`src/rtl/display_pkg.sv`:
```
// Shared types and constants for the display scan controller.
package display_pkg;

    localparam int unsigned CODE_W = 5;

    typedef enum logic [1:0] {
        IDLE,
        BLANK,
        ON
    } scan_state_t;

endpackage

```
`src/rtl/display_scan_ctrl_if.sv`:
```
// Write/commit/scan-output bundle between a host and display_scan_ctrl.
interface display_scan_ctrl_if
    import display_pkg::*;
#(
    parameter int unsigned DIGITS = 4
);
    localparam int unsigned IDX_W = $clog2(DIGITS);

    logic                en;
    logic                wr_en;
    logic [IDX_W-1:0]    wr_addr;
    logic [CODE_W-1:0]   wr_data;
    logic                commit_req;
    logic                commit_ack;
    logic [CODE_W-1:0]   code;
    logic [DIGITS-1:0]   dig_en;
    logic                frame_done;

    modport master (
        output en, wr_en, wr_addr, wr_data, commit_req,
        input  commit_ack, code, dig_en, frame_done
    );

    modport slave (
        input  en, wr_en, wr_addr, wr_data, commit_req,
        output commit_ack, code, dig_en, frame_done
    );

endinterface

```
`src/rtl/display_scan_timer.sv`:
```
// Loadable phase down-counter; tc marks the last cycle of the current phase.
module display_scan_timer #(
    parameter int unsigned WIDTH = 4
) (
    input  logic             clk,
    input  logic             rst,
    input  logic             en,
    input  logic             load,
    input  logic [WIDTH-1:0] load_val,
    output logic             tc
);

    logic [WIDTH-1:0] cnt;

    // Load on phase entry, then count down to zero; a dropped enable clears it.
    always_ff @(posedge clk or posedge rst) begin
        if (rst) begin
            cnt <= '0;
        end else if (!en) begin
            cnt <= '0;
        end else if (load) begin
            cnt <= load_val;
        end else if (cnt != '0) begin
            cnt <= cnt - 1'b1;
        end
    end

    assign tc = (cnt == '0);

endmodule

```
`src/rtl/display_scan_ctrl.sv`:
```
// Time-multiplexed digit scanner with a double-buffered code bank and
// frame-aligned atomic commit.
module display_scan_ctrl
    import display_pkg::*;
#(
    parameter int unsigned DIGITS = 4,
    parameter int unsigned DIV    = 1000,
    parameter int unsigned BLANK  = 16
) (
    input  logic              clk,
    input  logic              rst,
    display_scan_ctrl_if.slave bus
);

    localparam int unsigned IDX_W  = $clog2(DIGITS);
    localparam int unsigned MAX_PH = (DIV > BLANK) ? DIV : BLANK;
    localparam int unsigned CNT_W  = $clog2(MAX_PH + 1);

    localparam logic [CNT_W-1:0]  DIV_LD   = CNT_W'(DIV - 1);
    localparam logic [CNT_W-1:0]  BLANK_LD = CNT_W'(BLANK - 1);
    localparam logic [IDX_W-1:0]  LAST_IDX = IDX_W'(DIGITS - 1);
    localparam logic [IDX_W:0]    NUM_DIG  = (IDX_W + 1)'(DIGITS);
    localparam logic [DIGITS-1:0] ONE_HOT0 = DIGITS'(1);

    // The state enumerator BLANK is shadowed by the BLANK parameter, so state
    // names are always package-qualified here.
    scan_state_t       state;
    logic [IDX_W-1:0]  idx;
    logic [IDX_W-1:0]  idx_nxt;
    logic [CODE_W-1:0] shadow [DIGITS];
    logic [CODE_W-1:0] active [DIGITS];
    logic [CODE_W-1:0] code_q;
    logic [DIGITS-1:0] dig_en_q;
    logic              ack_q;
    logic              fd_q;
    logic              load;
    logic [CNT_W-1:0]  load_val;
    logic              tc;
    logic              frame_wrap;
    logic              commit;

    display_scan_timer #(
        .WIDTH (CNT_W)
    ) u_timer (
        .clk      (clk),
        .rst      (rst),
        .en       (bus.en),
        .load     (load),
        .load_val (load_val),
        .tc       (tc)
    );

    // Phase-length selection for the timer and frame/commit decisions.
    always_comb begin
        load       = 1'b0;
        load_val   = BLANK_LD;
        idx_nxt    = idx + 1'b1;
        frame_wrap = bus.en && (state == display_pkg::ON) && tc && (idx == LAST_IDX);
        // Idle commits right away; a running scan waits for the wrap edge.
        commit     = bus.commit_req && ((state == display_pkg::IDLE) || frame_wrap);
        if (bus.en) begin
            unique case (state)
                display_pkg::IDLE:  load = 1'b1;
                display_pkg::BLANK: begin
                    load     = tc;
                    load_val = DIV_LD;
                end
                display_pkg::ON:    load = tc;
                default:            load = 1'b0;
            endcase
        end
    end

    // Shadow writes land at any time; the active bank only changes on commit
    // and takes the pre-edge shadow contents.
    always_ff @(posedge clk or posedge rst) begin
        if (rst) begin
            for (int i = 0; i < DIGITS; i++) begin
                shadow[i] <= '0;
                active[i] <= '0;
            end
        end else begin
            if (commit) begin
                active <= shadow;
            end
            if (bus.wr_en && ({1'b0, bus.wr_addr} < NUM_DIG)) begin
                shadow[bus.wr_addr] <= bus.wr_data;
            end
        end
    end

    // Scan FSM with registered code, digit enable and pulses.
    always_ff @(posedge clk or posedge rst) begin
        if (rst) begin
            state    <= display_pkg::IDLE;
            idx      <= '0;
            code_q   <= '0;
            dig_en_q <= '0;
            ack_q    <= 1'b0;
            fd_q     <= 1'b0;
        end else begin
            ack_q <= commit;
            fd_q  <= 1'b0;
            if (!bus.en) begin
                state    <= display_pkg::IDLE;
                idx      <= '0;
                code_q   <= '0;
                dig_en_q <= '0;
            end else begin
                unique case (state)
                    display_pkg::IDLE: begin
                        state  <= display_pkg::BLANK;
                        idx    <= '0;
                        code_q <= commit ? shadow[0] : active[0];
                    end
                    display_pkg::BLANK: begin
                        if (tc) begin
                            state    <= display_pkg::ON;
                            dig_en_q <= ONE_HOT0 << idx;
                        end
                    end
                    display_pkg::ON: begin
                        if (tc) begin
                            state    <= display_pkg::BLANK;
                            dig_en_q <= '0;
                            if (idx == LAST_IDX) begin
                                idx    <= '0;
                                fd_q   <= 1'b1;
                                // New frame shows freshly committed data at once.
                                code_q <= commit ? shadow[0] : active[0];
                            end else begin
                                idx    <= idx_nxt;
                                code_q <= active[idx_nxt];
                            end
                        end
                    end
                    default: state <= display_pkg::IDLE;
                endcase
            end
        end
    end

    assign bus.code       = code_q;
    assign bus.dig_en     = dig_en_q;
    assign bus.commit_ack = ack_q;
    assign bus.frame_done = fd_q;

endmodule
```
`src/flat_wrapper.sv`:
```
// flat-port wrapper written by rule: the top's interface ports become plain ports
module display_scan_ctrl_flat import display_pkg::*;
#(
    parameter int unsigned DIGITS = 4,
    parameter int unsigned DIV    = 1000,
    parameter int unsigned BLANK  = 16
)
  (clk, rst, bus_en, bus_wr_en, bus_wr_addr, bus_wr_data, bus_commit_req, bus_commit_ack, bus_code, bus_dig_en, bus_frame_done);
  display_scan_ctrl_if #(.DIGITS(DIGITS)) bus_i ();
  input  logic clk;
  input  logic rst;
  input wire logic [$bits(bus_i.en)-1:0] bus_en;
  input wire logic [$bits(bus_i.wr_en)-1:0] bus_wr_en;
  input wire logic [$bits(bus_i.wr_addr)-1:0] bus_wr_addr;
  input wire logic [$bits(bus_i.wr_data)-1:0] bus_wr_data;
  input wire logic [$bits(bus_i.commit_req)-1:0] bus_commit_req;
  output wire logic [$bits(bus_i.commit_ack)-1:0] bus_commit_ack;
  output wire logic [$bits(bus_i.code)-1:0] bus_code;
  output wire logic [$bits(bus_i.dig_en)-1:0] bus_dig_en;
  output wire logic [$bits(bus_i.frame_done)-1:0] bus_frame_done;
  assign bus_i.en = bus_en;
  assign bus_i.wr_en = bus_wr_en;
  assign bus_i.wr_addr = bus_wr_addr;
  assign bus_i.wr_data = bus_wr_data;
  assign bus_i.commit_req = bus_commit_req;
  assign bus_commit_ack = bus_i.commit_ack;
  assign bus_code = bus_i.code;
  assign bus_dig_en = bus_i.dig_en;
  assign bus_frame_done = bus_i.frame_done;
  display_scan_ctrl #(.DIGITS(DIGITS), .DIV(DIV), .BLANK(BLANK)) u_core (.clk(clk), .rst(rst), .bus(bus_i));
endmodule
```
`config.mk`:
```
export PLATFORM = sky130hd
export DESIGN_NAME = display_scan_ctrl_flat
export DESIGN_NICKNAME = d
export VERILOG_FILES = /design/src/rtl/display_pkg.sv /design/src/rtl/display_scan_ctrl_if.sv /design/src/rtl/display_scan_timer.sv /design/src/rtl/display_scan_ctrl.sv /design/src/flat_wrapper.sv
export SDC_FILE = /design/constraint.sdc
export NUM_CORES = 1
export LEC_CHECK = 0
export ABC_AREA = 1
export BUFFER_PORTS_ARGS = -buffer_cell sky130_fd_sc_hd__buf_2
export CAP_MARGIN = 10
export CORE_ASPECT_RATIO = 0.9
export CORE_UTILIZATION = 65
export CTS_BUF_LIST = sky130_fd_sc_hd__clkbuf_4
export CTS_CLUSTER_SIZE = 12
export DETAILED_ROUTE_END_ITERATION = 8
export PLACE_DENSITY_LB_ADDON = 0.08
export RECOVER_POWER = 50
export SYNTH_ARGS = -nofsm -noshare
export SYNTH_HDL_FRONTEND = slang
export SYNTH_SLANG_ARGS = --single-unit
export TNS_END_PERCENT = 100
```
`constraint.sdc`:
```
create_clock -name clk -period 2.4 [get_ports clk]
set_input_delay 0 -clock clk [delete_from_list [all_inputs] [get_ports clk]]
set_output_delay 0 -clock clk [all_outputs]
set_load 0.01 [all_outputs]
```
### Yosys cells after proc, flatten, opt, wreduce, memory -nomap -nowiden

Cells that the tools add are included.

* mux-type cells: 33
* bitwise operators: 2
* add/subtract/negate cells: 2
* equal/unequal tests: 8
* order comparisons: 3
* shifts and indexed selects: 1
* reductions and logical operators: 13

Operator list (count)
* $mux 10: 4
* $mux 5: 7
* $bwmux 20: 1
* $mux 2: 6
* $mux 4: 3
* $bmux 5 s2: 1
* $demux 5 s2: 1
* $logic_not 10->1: 1
* $pmux 5 s2: 1
* $reduce_bool 10->1: 1
* $sub 10x1->10 const B: 1
* $ne 3x1->1 const B: 3
* $pmux 4 s2: 1
* $ge 3x3->1 const B: 2
* $ne 3x2->1 const B: 2
* $not 2->3: 2
* $pmux 2 s3: 1
* $logic_and 1x1->1: 5
* $mux 1: 5
* $eq 2x2->1 const B: 2
* $pmux 2 s2: 1
* $reduce_and 2->1: 2
* $shl 1x2->4 const A: 1
* $lt 3x1->1 const B: 1
* 7 further kinds: 7

* output and inout port bits: 11
* logic and storage cells: 77
* bits in registers: 65

### Logic depth before layout (Yosys ltp)

* depth after elaboration: 11
* depth in mapped cells: 11

### Modules after synthesis

From an unflattened synthesis, not the netlist that was laid out.

* cells, all modules: 390
* area total of the unflattened synthesis: 3178.0 sq um

Modules (own cells, without submodules)
* display_scan_ctrl: seq. area each 1376.3 sq um, times used 1, cells each 291, area each 2474.9 sq um
* display_scan_timer: seq. area each 250.2 sq um, times used 1, cells each 99, area each 703.2 sq um

### Worst setup path before layout

OpenSTA, ideal clock, no wires.

* kind: register to register
* start: register u_core.idx[0]
* end: register u_core.code_q[0], in the netlist u_core.bus.code[0]
* cell stages (with the launch flop): 10
* slack: 0.772 ns
* arrival time: 1.512 ns
* path buffers: 1
* setup time: 0.117 ns
* period minus slack after synthesis: 1.628 ns
* cell sequence: dfrtp_1 inv_1 clkbuf_1 ha_1 inv_1 nor2_1 o21ai_0 a31oi_1 nand2_1 nand2_1

* word-level cells in the longest chain between the ends: 9
* elaborated cells between the ends (all ways): 14
* those cells by class: add/sub (1); eq/ne (1); mux (8); bitwise (1); reduce/logical (3)

RTL lines
* start: declaration: RTL line display_scan_ctrl.sv:28 `logic [IDX_W-1:0] idx;`
* start signal: assignment: RTL line display_scan_ctrl.sv:132 `idx <= idx_nxt;`
* $add 2x1->2 / $eq 2x2->1 (equally long branches): RTL line display_scan_ctrl.sv:57, display_scan_ctrl.sv:58, display_scan_ctrl.sv:126
* $not 2->3 (not written as such) / $logic_and 1x1->1 (equally long branches): RTL line display_scan_ctrl.sv:133, display_scan_ctrl.sv:58
* $bmux 5 s2 / $logic_or 1x1->1 (equally long branches): RTL line display_scan_ctrl.sv:133, display_scan_ctrl.sv:60
* $mux 5 (not written as such) / $logic_and 1x1->1 (equally long branches): RTL line display_scan_ctrl.sv:133, display_scan_ctrl.sv:60
* $mux 5, on equally long branches: RTL line display_scan_ctrl.sv:133, display_scan_ctrl.sv:114, display_scan_ctrl.sv:130
* $mux 5: RTL line display_scan_ctrl.sv:126 `if (idx == LAST_IDX) begin`
* $mux 5: RTL line display_scan_ctrl.sv:123 `if (tc) begin`
* $pmux 5 s2 (*): RTL line display_scan_ctrl.sv:110 `unique case (state)`
* $mux 5 (*): RTL line display_scan_ctrl.sv:104 `if (!bus.en) begin`
* end signal: assignment: RTL line display_scan_ctrl.sv:114 `code_q <= commit ? shadow[0] : active[0];`
* end signal: assignment: RTL line display_scan_ctrl.sv:130 `code_q <= commit ? shadow[0] : active[0];`
* end signal: assignment: RTL line display_scan_ctrl.sv:133 `code_q <= active[idx_nxt];`
* end: declaration: RTL line display_scan_ctrl.sv:32 `logic [CODE_W-1:0] code_q;`

Mark *: on every way between the ends. The rest lies on a longest branch, timed or not. The select of a mux whose other input is x is not followed.
A chain may end at the register's enable or synchronous reset.

### Final worst setup path

* start: register u_core.idx[0]
* end: register u_core.code_q[1], in the netlist u_core.bus.code[1]

Same word-level chain as after synthesis.

==> reports/qor.csv <==
metric,value,unit
status,"complete, no violations",
post-route minimum period,2100,ps
RD Place Congestion,0.900,
Worst Clk Skew,11.1,ps
crit path DAT,2440,ps
first-pass GRT wire length,10.4,mm
Vias,2467,
Final #Nets,417,
final hold violations,0,
synthesized instance count,358,
sequential share of power,0.478,
Detailed Place HPWL,4.45,mm
total internal power,2.10,mW
WP data required,2740,ps
synthesized area per cell,8.48,µm²
share of the synthesized area in the top cell type,0.536,
top_reg_cell synth,dfrtp_1,
CP Launch Type,flop,
TNS Setup,0,ps
Switch Pwr,1.22,mW
final worst slack,304,ps
Clock Power Share,0.206,
num ports,23,
Chip Width,74.0,µm
Setup crit end kind,flop,
crit-path max cell delay,590,ps
Setup Slack @ Placement,400,ps
vias in the first global route,2274,
final wirelength,6.14,mm
clk root buf,clkbuf_4,
clk slew on worst S/H paths,100,ps
Worst-Margin Slew,1260,ps
Yosys cell types,28,
latest clock arrival within the worst-skew pair,400,ps
area of the core,4460,µm²
pwr dens,979,nW/µm²
Layout area overhead,11.8,%
"count leader, synth",nand2_1,
H-tree Lvls,3,
slowest CP cell,dfrtp_1,
largest cells by area after synthesis,"dfrtp_1 (54%), nand2_1 (14%), o21ai_0 (5.8%)",
final worst path period share,0.873,
Port Buffer Count,22,
asr flop ratio synth,1.00,
post-CTS sizing,0,
wire length per cell,13.3,µm
GRT Residual Overflow,0,
fraction of layout cells with a size suffix above 1,0.0998,
CTS tree,yes,
Switching Fraction,0.368,
critical-path cell list,inv_1 -> ha_1 -> inv_1 -> nor2_1 -> o21ai_0 -> a31oi_1 -> nand2_1 -> nand2_1,
Synthesized Nets,379,
initial antenna violation count,0,
starting DRC count in detailed routing,175,
Final setup viols,0,
Total GRT Usage,0.292,
total CTS buffers,9,
vias per std cell,5.33,
peak supply drop,0.656,mV
largest net degree at the start of global routing,35,
Die Ht,66.8,µm
Crit Path Class,reg2reg,
Max Cap Violations,0,
"top cells by count, synth","nand2_1 (117), dfrtp_1 (65), o21ai_0 (35), nor2_1 (34), inv_1 (30)",
WHS,124,ps
Synth Register Bits,65,
CP max FO,14,
Ys Warns,0,
DR pass1 iterations,4,
RSZ-0062 raised after global routing,false,
Antenna Nets Post-Route,0,
n_diodes,0,
Die ar.,4950,µm²
top cell type by total area after synthesis,dfrtp_1,
Fill cells,352,
synthesized area,3040,µm²
CTS Buffer Depth,2,
worst min path class,in2reg,
Max Slew Vio Count,0,
CTS Sinks,65,
Starting Density,0.681,
number of synthesized flops with an enable pin,0,
# DRC,0,
Lkg Pwr,1.76,nW
Site Rows,23,
Top delay family on crit path,flip-flops,
register area share after synthesis,0.536,
f_max,477,MHz
combinational power share,0.317,
Bufs and invs on worst path,2,
Slew headroom,0.159,
[registers in the layout (all words and copies together) (netlist names)]
register and count:
u_core.state 2, u_core.shadow 20, u_core.bus.code 5, u_core.bus.commit_ack 1, u_core.bus.dig_en 4, u_core.active 20, u_core.bus.frame_done 1, u_core.idx 2
u_core.u_timer.cnt 10
[cell usage in the layout (no fill, tap or decap), types with 9 or more instances in the layout]
cell type    n
a21oi_1     10
buf_2       11
clkbuf_1    12
clkbuf_4    11
dfrtp_1     65
ha_1         9
inv_1       30
nand2_1    117
nand3_1     20
nor2_1      34
o21ai_0     35
[path summary, 6_finish.rpt]
path,startpoint,cells past startpoint,slack [ps],end
worst max-delay path,u_core.idx[0]$_DFFE_PP0P_,8,300,u_core.bus.code[1]$_DFFE_PP0P_
worst min-delay path,bus_wr_addr[1],3,120,u_core.shadow[1]$_DFFE_PP0P_
worst max register to register,u_core.idx[0]$_DFFE_PP0P_,8,300,u_core.bus.code[1]$_DFFE_PP0P_
worst min register to register,u_core.bus.code[2]$_DFFE_PP0P_,2,490,u_core.bus.code[2]$_DFFE_PP0P_
max in group asynchronous,rst,4,570,u_core.u_timer.cnt[3]$_DFFE_PP0P_
min in group asynchronous,rst,3,490,u_core.bus.code[2]$_DFFE_PP0P_
[power groups by stage]
stage	registers [mW]	logic, mW	clock network (mW)
after floorplan	1.56	0.823	0
after global placement	1.59	1.01	0
after detailed placement	1.60	1.05	0
after CTS	1.58	1.06	0.704
after global routing	1.62	1.21	0.760
final	1.59	1.05	0.684
[routing by layer]
layer	track usage	wire (µm)	vias to the layer above
met4	0.108	65	0
met5	0	0	-
met3	0.107	357	8
li1	-	-	1227
met2	0.415	2670	81
met1	0.407	3050	1151
[cell type report]
type	count	area, µm²	share of cell area
Multi-Input combinational cell	257	1250	0.369
Timing Repair Buffer	32	188	0.0553
Tap cell	62	77.6	0.0228
Sequential cell	65	1630	0.479
Clock buffer	11	82.6	0.0243
Inverter	31	121	0.0357
Clock inverter	5	46.3	0.0136
[cell families after synthesis]
logic type | share of synthesized area
DFF | 0.536
AOI/OAI and AO/OA | 0.102
buffers and inverters | 0.0515
xor gates and xnor gates | 0.0144
and+or+nand+nor | 0.259
adders and majority gates | 0.0371
[timing repair]
| item | CTS | global route |
|---|---|---|
| hold endpoints to repair | 70 | 0 |
| hold buffers | 8 | 0 |
| setup buffers | 0 | 0 |
| endpoints found under the setup margin | 0 | 0 |
[through the flow]
stage          power (mW)   util  instances  cell area, µm²
2_1_floorplan        2.38      -        358            3040
3_3_place_gp         2.61  0.718        439            3200
3_5_place_dp         2.65  0.718        439            3200
4_1_cts              3.35  0.765        463            3410
5_1_grt              3.60  0.761        463            3400
6_report             3.32  0.761        463            3400
[tightest hold or removal path, cell delays in order]
cell,delay [ps]
buf_2,110
nand3_1,250
o21ai_0,120
Note: power is estimated with default switching activity, not from simulation.
